### src/rtl/frogger_life_manager.sv
// frogger_life_manager
// Turns the registered collision flag into the death sequence: freeze the
// frog, blink the sprite, take a life, then either request a respawn or
// enter game-over. After each respawn a grace window ignores collisions.
module frogger_life_manager #(
  parameter int LIVES       = 3,   // 1..7
  parameter int DEATH_TICKS = 60,  // 1..255
  parameter int GRACE_TICKS = 30,  // 1..255
  parameter int BLINK_TICKS = 8    // 1..255
) (
  input  logic       i_Clk,
  input  logic       i_Rst_L,
  input  logic       i_Tick,
  input  logic       i_Collided,
  input  logic       i_Restart,
  output logic [2:0] o_Lives,
  output logic       o_Freeze,
  output logic       o_Respawn,
  output logic       o_Frog_Visible,
  output logic       o_Game_Over
);

  typedef enum logic [2:0] {
    ST_PLAY      = 3'd0,
    ST_DYING     = 3'd1,
    ST_RESPAWN   = 3'd2,
    ST_GRACE     = 3'd3,
    ST_GAME_OVER = 3'd4
  } state_t;

  localparam logic [2:0] LIVES_INIT = 3'(LIVES);
  localparam logic [7:0] DEATH_LAST = 8'(DEATH_TICKS - 1);
  localparam logic [7:0] GRACE_LAST = 8'(GRACE_TICKS - 1);
  localparam logic [7:0] BLINK_LAST = 8'(BLINK_TICKS - 1);

  state_t     state;
  state_t     state_nx;
  logic [2:0] lives_nx;
  logic [7:0] tick_cnt;
  logic [7:0] tick_nx;
  logic [7:0] blink_cnt;
  logic [7:0] blink_nx;
  logic       blink_ph;
  logic       blink_ph_nx;
  logic       freeze_nx;
  logic       respawn_nx;
  logic       visible_nx;
  logic       game_over_nx;

  // Life count never wraps below zero.
  function automatic logic [2:0] sat_dec(input logic [2:0] v);
    return (v == 3'd0) ? 3'd0 : v - 3'd1;
  endfunction

  // Next-state, counter and Moore output decode from the next state.
  always_comb begin
    state_nx     = state;
    lives_nx     = o_Lives;
    tick_nx      = tick_cnt;
    blink_nx     = blink_cnt;
    blink_ph_nx  = blink_ph;

    // Blink runs on every tick in DYING and GRACE; other states ignore it.
    if ((state == ST_DYING || state == ST_GRACE) && i_Tick) begin
      if (blink_cnt == BLINK_LAST) begin
        blink_nx    = 8'd0;
        blink_ph_nx = ~blink_ph;
      end else begin
        blink_nx    = blink_cnt + 8'd1;
      end
    end

    case (state)
      ST_PLAY: begin
        // A tick in the same cycle as the collision is not counted.
        if (i_Collided) begin
          state_nx    = ST_DYING;
          lives_nx    = sat_dec(o_Lives);
          tick_nx     = 8'd0;
          blink_nx    = 8'd0;
          blink_ph_nx = 1'b0;
        end
      end
      ST_DYING: begin
        if (i_Tick) begin
          if (tick_cnt == DEATH_LAST) begin
            tick_nx  = 8'd0;
            state_nx = (o_Lives == 3'd0) ? ST_GAME_OVER : ST_RESPAWN;
          end else begin
            tick_nx  = tick_cnt + 8'd1;
          end
        end
      end
      ST_RESPAWN: begin
        // Single-cycle state; any tick here is dropped.
        state_nx    = ST_GRACE;
        tick_nx     = 8'd0;
        blink_nx    = 8'd0;
        blink_ph_nx = 1'b0;
      end
      ST_GRACE: begin
        if (i_Tick) begin
          if (tick_cnt == GRACE_LAST) begin
            tick_nx  = 8'd0;
            state_nx = ST_PLAY;
          end else begin
            tick_nx  = tick_cnt + 8'd1;
          end
        end
      end
      ST_GAME_OVER: begin
        if (i_Restart) begin
          lives_nx = LIVES_INIT;
          state_nx = ST_RESPAWN;
        end
      end
      default: begin
        state_nx = ST_PLAY;
      end
    endcase

    freeze_nx    = (state_nx == ST_DYING) || (state_nx == ST_RESPAWN) ||
                   (state_nx == ST_GAME_OVER);
    respawn_nx   = (state_nx == ST_RESPAWN);
    game_over_nx = (state_nx == ST_GAME_OVER);
    case (state_nx)
      ST_PLAY, ST_RESPAWN: visible_nx = 1'b1;
      ST_DYING, ST_GRACE:  visible_nx = blink_ph_nx;
      default:             visible_nx = 1'b0;
    endcase
  end

  // State, life count, counters and registered Moore outputs.
  always_ff @(posedge i_Clk or negedge i_Rst_L) begin
    if (!i_Rst_L) begin
      state          <= ST_PLAY;
      o_Lives        <= LIVES_INIT;
      tick_cnt       <= 8'd0;
      blink_cnt      <= 8'd0;
      blink_ph       <= 1'b0;
      o_Freeze       <= 1'b0;
      o_Respawn      <= 1'b0;
      o_Game_Over    <= 1'b0;
      o_Frog_Visible <= 1'b1;
    end else begin
      state          <= state_nx;
      o_Lives        <= lives_nx;
      tick_cnt       <= tick_nx;
      blink_cnt      <= blink_nx;
      blink_ph       <= blink_ph_nx;
      o_Freeze       <= freeze_nx;
      o_Respawn      <= respawn_nx;
      o_Game_Over    <= game_over_nx;
      o_Frog_Visible <= visible_nx;
    end
  end

endmodule
### config.mk
export PLATFORM = sky130hd
export DESIGN_NAME = frogger_life_manager
export DESIGN_NICKNAME = d
export VERILOG_FILES = /design/src/rtl/frogger_life_manager.sv
export SDC_FILE = /design/constraint.sdc
export NUM_CORES = 1
export LEC_CHECK = 0
export ABC_AREA = 1
export BUFFER_PORTS_ARGS = -buffer_cell sky130_fd_sc_hd__buf_4
export CAP_MARGIN = 20
export CORE_MARGIN = 5
export CORE_UTILIZATION = 66
export CTS_BUF_LIST = sky130_fd_sc_hd__clkbuf_4 sky130_fd_sc_hd__clkbuf_8
export DETAILED_ROUTE_END_ITERATION = 10
export PLACE_DENSITY = 0.86
export SYNTH_ARGS = -nofsm -noshare
export SYNTH_HDL_FRONTEND = slang
export SYNTH_SLANG_ARGS = --single-unit
### constraint.sdc
create_clock -name i_Clk -period 2.3 [get_ports i_Clk]
set_input_delay 0.23 -clock i_Clk [delete_from_list [all_inputs] [get_ports i_Clk]]
set_output_delay 0.23 -clock i_Clk [all_outputs]
set_load 0.005 [all_outputs]
==> flow_summary.ini, run 1 <==
[route]
wl_per_cell_um = 13.1
drt-initial-drc-count = 50
ant_nets = 0
viasPerCell = 5.56
finalWirelength_um = 3320
dr.pass1.iters = 5
via_count = 1406
drc = 0

[synthesis]
ys_ff_latch = 27
synthDistinctLibCells = 29
synth_top_family_by_area = simple AND/OR/NAND/NOR gates
syn-instance-count = 207
syn-cell-area_um2 = 1620
synthXorXnorAreaFrac_pct = 1.63
synthMuxAreaShare_pct = 0
synth-simple-area-share_pct = 37.1
synth-seq-area-share_pct = 42.0
synthAdderAreaFrac_pct = 2.32
yosys_warnings = 0
avgSynthCellArea_um2 = 7.81
syn_nets = 215
synth_compound_area_share_pct = 8.98

[sta]
setup_viol = 0
finalCritPeriodShare_pct = 65.6
tns_ns = 0
tightest_slew_ns = 0.347
clock_skew_ns = 0.00549
rsz0062_at_grt = false
slew_violations = 0
max_freq_ghz = 0.662
finalCriticalPeriod_ns = 1.51
slew_headroom_pct = 76.7
finalHoldViolCount = 0
finalHoldWorstSlack_ns = 0.257

[worst_setup_path]
worstSetupPathType = reg2reg
cp_data_arrival_time_ns = 1.72
rr_worst_depth = 8
critPathCaptureType = register
crit_fanout = 4
r2r_slack_ns = 0.79
crit_required_ns = 2.51
critPathLaunchType = register
r2r-start = tick_cnt[0]
timing.rr.end = o_Freeze

[job]
cap_violations = 0

[power_and_ir_drop]
p_clk_share_pct = 12.9
p_int_mw = 0.937
p_per_area_nw_per_um2 = 923
power.leakage_nw = 0.881
p_sw_mw = 0.704
swShare_pct = 42.9
ir_worst_vdd_v = 0.000743
pwr-share-comb_pct = 44.1
seq_power_share_pct = 43.0
power_mw = 1.64

[clock_network]
clkTransAtPathRegs_ns = 0.13
cts_buffer_depth = 2
tritoncts = built
root_buffer = clkbuf_4
clk_latency_ns = 0.32
htreeDepth = 1
cts.sinks = 27
cts_buffers = 3

[layout]
fillers = 189
seq_area_um2 = 679
multi_input_area_um2 = 808
area_growth_pct = 9.91
fin_nets = 232
insertedDiodeCount = 0
drive_above_1_share_pct = 24.7

[floorplan]
dieArea_um2 = 3540
initial_utilization_pct = 67.1
die_h_um = 59.5
die_w_um = 59.5
rows = 18
ios = 12
core_um2 = 2410

[global_routing]
grt_antenna_before_repair = 0
grtUsageTotal_pct = 20.9
overflow = 0
grt_pass1_vias = 1410
grt_max_degree = 28
grt_pass1_wl_um = 5670

[place]
gp_congestion = 0.893
hpwl_um = 2560
numPortBuffers = 11

[min_path]
hold_path_class = in2reg
min_delay_path_depth = 4
hold_path_startpoint = i_Restart
whs_endpoint = state[2]

[status]
status = finished clean
worst max-delay path by stage:
stage           startpoint          end  slack, ns  depth (start not counted)
6_report       tick_cnt[0]     o_Freeze       0.79                          8
5_1_grt        tick_cnt[0]     o_Freeze       0.63                          8
4_1_cts        tick_cnt[0]     o_Freeze       0.80                          8
3_5_place_dp   tick_cnt[0]     o_Freeze       0.82                          8
3_3_place_gp   tick_cnt[0]     o_Freeze       0.88                          8
2_1_floorplan  tick_cnt[1]  tick_cnt[5]       0.97                         11
sequential cells by signal, indices dropped and copies added (netlist names):
name,flops
blink_ph,1
state,3
o_Game_Over,1
o_Frog_Visible,1
tick_cnt,8
o_Freeze,1
o_Lives,3
blink_cnt,8
o_Respawn,1
cell usage after synthesis, drive strengths merged:
cell / instances / area, um^2
clkinv: 1 / 5.00
o211ai: 1 / 7.51
nand4: 5 / 31.3
nor2: 29 / 161
o21bai: 2 / 15.0
a31oi: 1 / 6.26
nand3: 15 / 85.1
xor2: 3 / 26.3
a21oi: 9 / 52.6
o31ai: 1 / 12.5
o21a: 1 / 7.51
nor3b: 1 / 12.5
dfrtp: 24 / 601
dfstp: 3 / 78.8
o21ai: 8 / 43.8
ha: 3 / 37.5
nand2: 60 / 248
inv: 33 / 124
nor3: 7 / 61.3
worst max-delay path, stage by stage, from the launching register on:
cell	delay [ns]
dfrtp_1	0.44
ha_1	0.21
nand3_1	0.13
nor2_4	0.17
nand2_1	0.06
nand2_1	0.08
nand3_1	0.13
nand2_1	0.11
nand3_1	0.07
kinds of logic after synthesis:
| logic type | count (synthesis) |
|---|---|
| simple gates | 117 |
| xor+xnor | 3 |
| fa+ha+maj | 3 |
| compound gates | 23 |
| flops | 27 |
| buf+inv | 34 |
placed cells by master, fill, tap and decap left out, types with 2 or more instances in the layout:
cell / netlist / layout
nor3_1: 3 / 3
nor2_1: 18 / 18
nand4_1: 5 / 5
dfrtp_1: 24 / 24
xor2_1: 3 / 3
nand3_2: 2 / 2
inv_2: 7 / 7
o21ai_0: 7 / 7
nand2_1: 53 / 53
buf_4: 0 / 11
clkbuf_4: 0 / 4
dfstp_2: 3 / 3
a21oi_1: 7 / 7
nand2_2: 6 / 6
nor3_2: 3 / 3
inv_1: 26 / 26
nor2_4: 5 / 5
o21bai_1: 2 / 2
nor2_2: 6 / 6
a21oi_2: 2 / 2
ha_1: 3 / 3
nand3_1: 13 / 13
metal layers:
metal | GRT usage [%] | up-vias | share of wire [%] | wire length [um]
met1 | 24.5 | 667 | 41 | 1350
li1 | - | 692 | - | -
met4 | 9.49 | 0 | 1.7 | 58
met2 | 37.4 | 37 | 54 | 1780
met5 | 0 | - | 0 | 0
met3 | 2.61 | 10 | 3.8 | 127
area by class of cell:
class                      count  share of cell area [%]
sequential                    27                    38.2
timing repair buffer          12                    5.21
clock buffer                   4                    1.69
inverter                      34                    7.25
tap                           30                    2.11
multi-input combinational    146                    45.5
stage by stage:
| step | utilization [%] | instances | setup slack, ns | instance area [um^2] |
|---|---|---|---|---|
| after floorplan | - | 207 | 0.965 | 1620 |
| after detailed placement | 72.1 | 248 | 0.822 | 1740 |
| final | 73.7 | 253 | 0.790 | 1780 |
| after CTS | 73.7 | 253 | 0.805 | 1780 |
| after global routing | 73.7 | 253 | 0.634 | 1780 |
| after global placement | 72.1 | 248 | 0.885 | 1740 |
what timing repair did:
item                                   4_1_cts  5_1_grt
setup endpoints to repair                    0        0
endpoints found under the hold margin       24        0
hold buffers                                 1        0
setup buffers                                0        0
gates resized for setup                      0        0
power groups by stage:
stage / clock [mW] / combinational (mW) / sequential (mW)
after floorplan: 0 / 0.511 / 0.693
after global placement: 0 / 0.676 / 0.703
after detailed placement: 0 / 0.721 / 0.711
after CTS: 0.219 / 0.724 / 0.704
after global routing: 0.242 / 0.806 / 0.722
final: 0.212 / 0.723 / 0.706
Note: power is estimated with default switching activity, not from simulation.
==> run 2, diff against run 1 <==
Settings changed: CORE_UTILIZATION 66 to 56, PLACE_DENSITY 0.86 to 0.78.
Clock period 2.3 ns to 1.21 ns, I/O delays scaled along.
==> flow_summary.ini, run 2 (synthesized netlist as in run 1, its figures left out) <==
[power_and_ir_drop]
p_per_area_nw_per_um2 = 1900
ir_worst_vdd_v = 0.00208
power_mw = 4.80
power.leakage_nw = 1.24

[floorplan]
rows = 19
initial_utilization_pct = 58.6
dieArea_um2 = 4060
core_um2 = 2760
die_w_um = 63.7
die_h_um = 63.7
ios = 12

[place]
gp_congestion = 0.829
numPortBuffers = 11
hpwl_um = 2910

[global_routing]
grt_antenna_before_repair = 0
grt_pass1_wl_um = 8070
grt_max_degree = 28
grt_pass1_vias = 1784
grtUsageTotal_pct = 24.7
overflow = 0

[sta]
clock_skew_ns = 0.00404
max_freq_ghz = 0.611
slew_headroom_pct = 76.5
finalHoldViolCount = 0
setup_viol = 29
finalCritPeriodShare_pct = 135
slew_violations = 0
final.setup.worst_slack_ns = -0.428
finalCriticalPeriod_ns = 1.64
rsz0062_at_grt = true
tightest_slew_ns = 0.352
finalHoldWorstSlack_ns = 0.124

[layout]
final_common_cell = buf_4
insertedDiodeCount = 0
fillers = 97
seq_area_um2 = 682
drive_above_1_share_pct = 58.4
final_cell_mix = 52 x buf_4, 34 x nand2_1, 22 x inv_1, 22 x dfrtp_1, 18 x nand2_2
multi_input_area_um2 = 1070
fin_nets = 288
area_growth_pct = 56.3
reg_top3 = blink_cnt x8, tick_cnt x8

[min_path]
min_delay_path_depth = 4
hold_path_startpoint = i_Restart
hold_path_class = in2reg
whs_endpoint = state[2]

[clock_network]
clkTransAtPathRegs_ns = 0.16
htreeDepth = 1
clk_latency_ns = 0.35
root_buffer = clkbuf_4
tritoncts = built
cts_buffers = 3
cts_buffer_depth = 2
cts.sinks = 27

[worst_setup_path]
worstSetupPathType = reg2reg
timing.rr.end = o_Frog_Visible
crit_required_ns = 1.51
r2r-start = tick_cnt[1]
cp_data_arrival_time_ns = 1.94
rr_worst_depth = 9
critPathCaptureType = register
critPathLaunchType = register
r2r_slack_ns = -0.43
crit_fanout = 4

[status]
status = complete, but fails checks
violations = setup timing

[route]
via_count = 1922
ant_nets = 0
viasPerCell = 6.20
finalWirelength_um = 6330
wl_per_cell_um = 20.4
drt-initial-drc-count = 171
dr.pass1.iters = 6
drc = 0

[job]
cap_violations = 0
[run 2: cell count changes in the layout (fill, tap and decap cells not counted), sizes merged]
cell / change
buf: +56
clkinvlp: +1
clkbuf: -1
[run 2: worst max-delay path by stage]
| stage | cells after the start | slack [ns] | from | to |
|---|---|---|---|---|
| 6_report | 9 | -0.43 | tick_cnt[1] | o_Frog_Visible |
| 2_1_floorplan | 11 | -0.12 | tick_cnt[1] | tick_cnt[5] |
| 3_3_place_gp | 9 | -0.21 | tick_cnt[1] | o_Freeze |
| 3_5_place_dp | 8 | -0.25 | tick_cnt[0] | o_Freeze |
| 4_1_cts | 9 | -0.27 | tick_cnt[1] | o_Freeze |
| 5_1_grt | 9 | -0.47 | tick_cnt[1] | o_Freeze |
[run 2: area by class of cell]
cell class                      count  area share (%)
Tap cell                           31            1.53
Multi-Input combinational cell    146            42.5
Sequential cell                    27            27.0
Clock inverter                      1           0.297
Timing Repair Buffer               68            22.5
Clock buffer                        3           0.891
Inverter                           34            5.25
[run 2: metrics by stage]
stage | TNS (ns) | setup WS, ns | cell area [um^2] | util [%] | std cells
after floorplan | -0.767 | -0.125 | 1640 | - | 207
after global placement | -1.95 | -0.212 | 2020 | 73.3 | 284
after detailed placement | -3.07 | -0.253 | 2020 | 73.3 | 284
after CTS | -3.67 | -0.265 | 2230 | 80.8 | 297
after global routing | -8.32 | -0.466 | 2530 | 91.7 | 310
final | -7.13 | -0.428 | 2530 | 91.7 | 310
[run 2: repair_timing]
item,CTS,global route
hold endpoints to repair,27,0
hold buffers,1,0
setup buffers,8,14
setup endpoints to repair,27,29
pin swaps,8,30
cloned,0,0
gates resized for setup,28,60
[run 2: metal layers]
layer	GRT usage [%]	wire, um	up-vias
met4	9.61	512	0
met3	4.62	445	60
met2	44.7	3030	134
met1	28.5	2340	930
met5	0	0	-
li1	-	-	798
[run 2: worst max-delay path: stages (launching register included)]
cell and delay [ns]:
dfrtp_1 0.45, ha_2 0.25, nand3_2 0.14, nor2_4 0.18, nand2_2 0.10, nand2_2 0.11
nand2_2 0.09, nor2_4 0.10, nand2_1 0.09, nand2_1 0.08
[run 2: report_power, final]
group	switching [mW]	internal (mW)	leakage (nW)
sequential	0.224	1.13	0.351
combinational	1.64	1.38	0.871
clock	0.303	0.127	0.0139
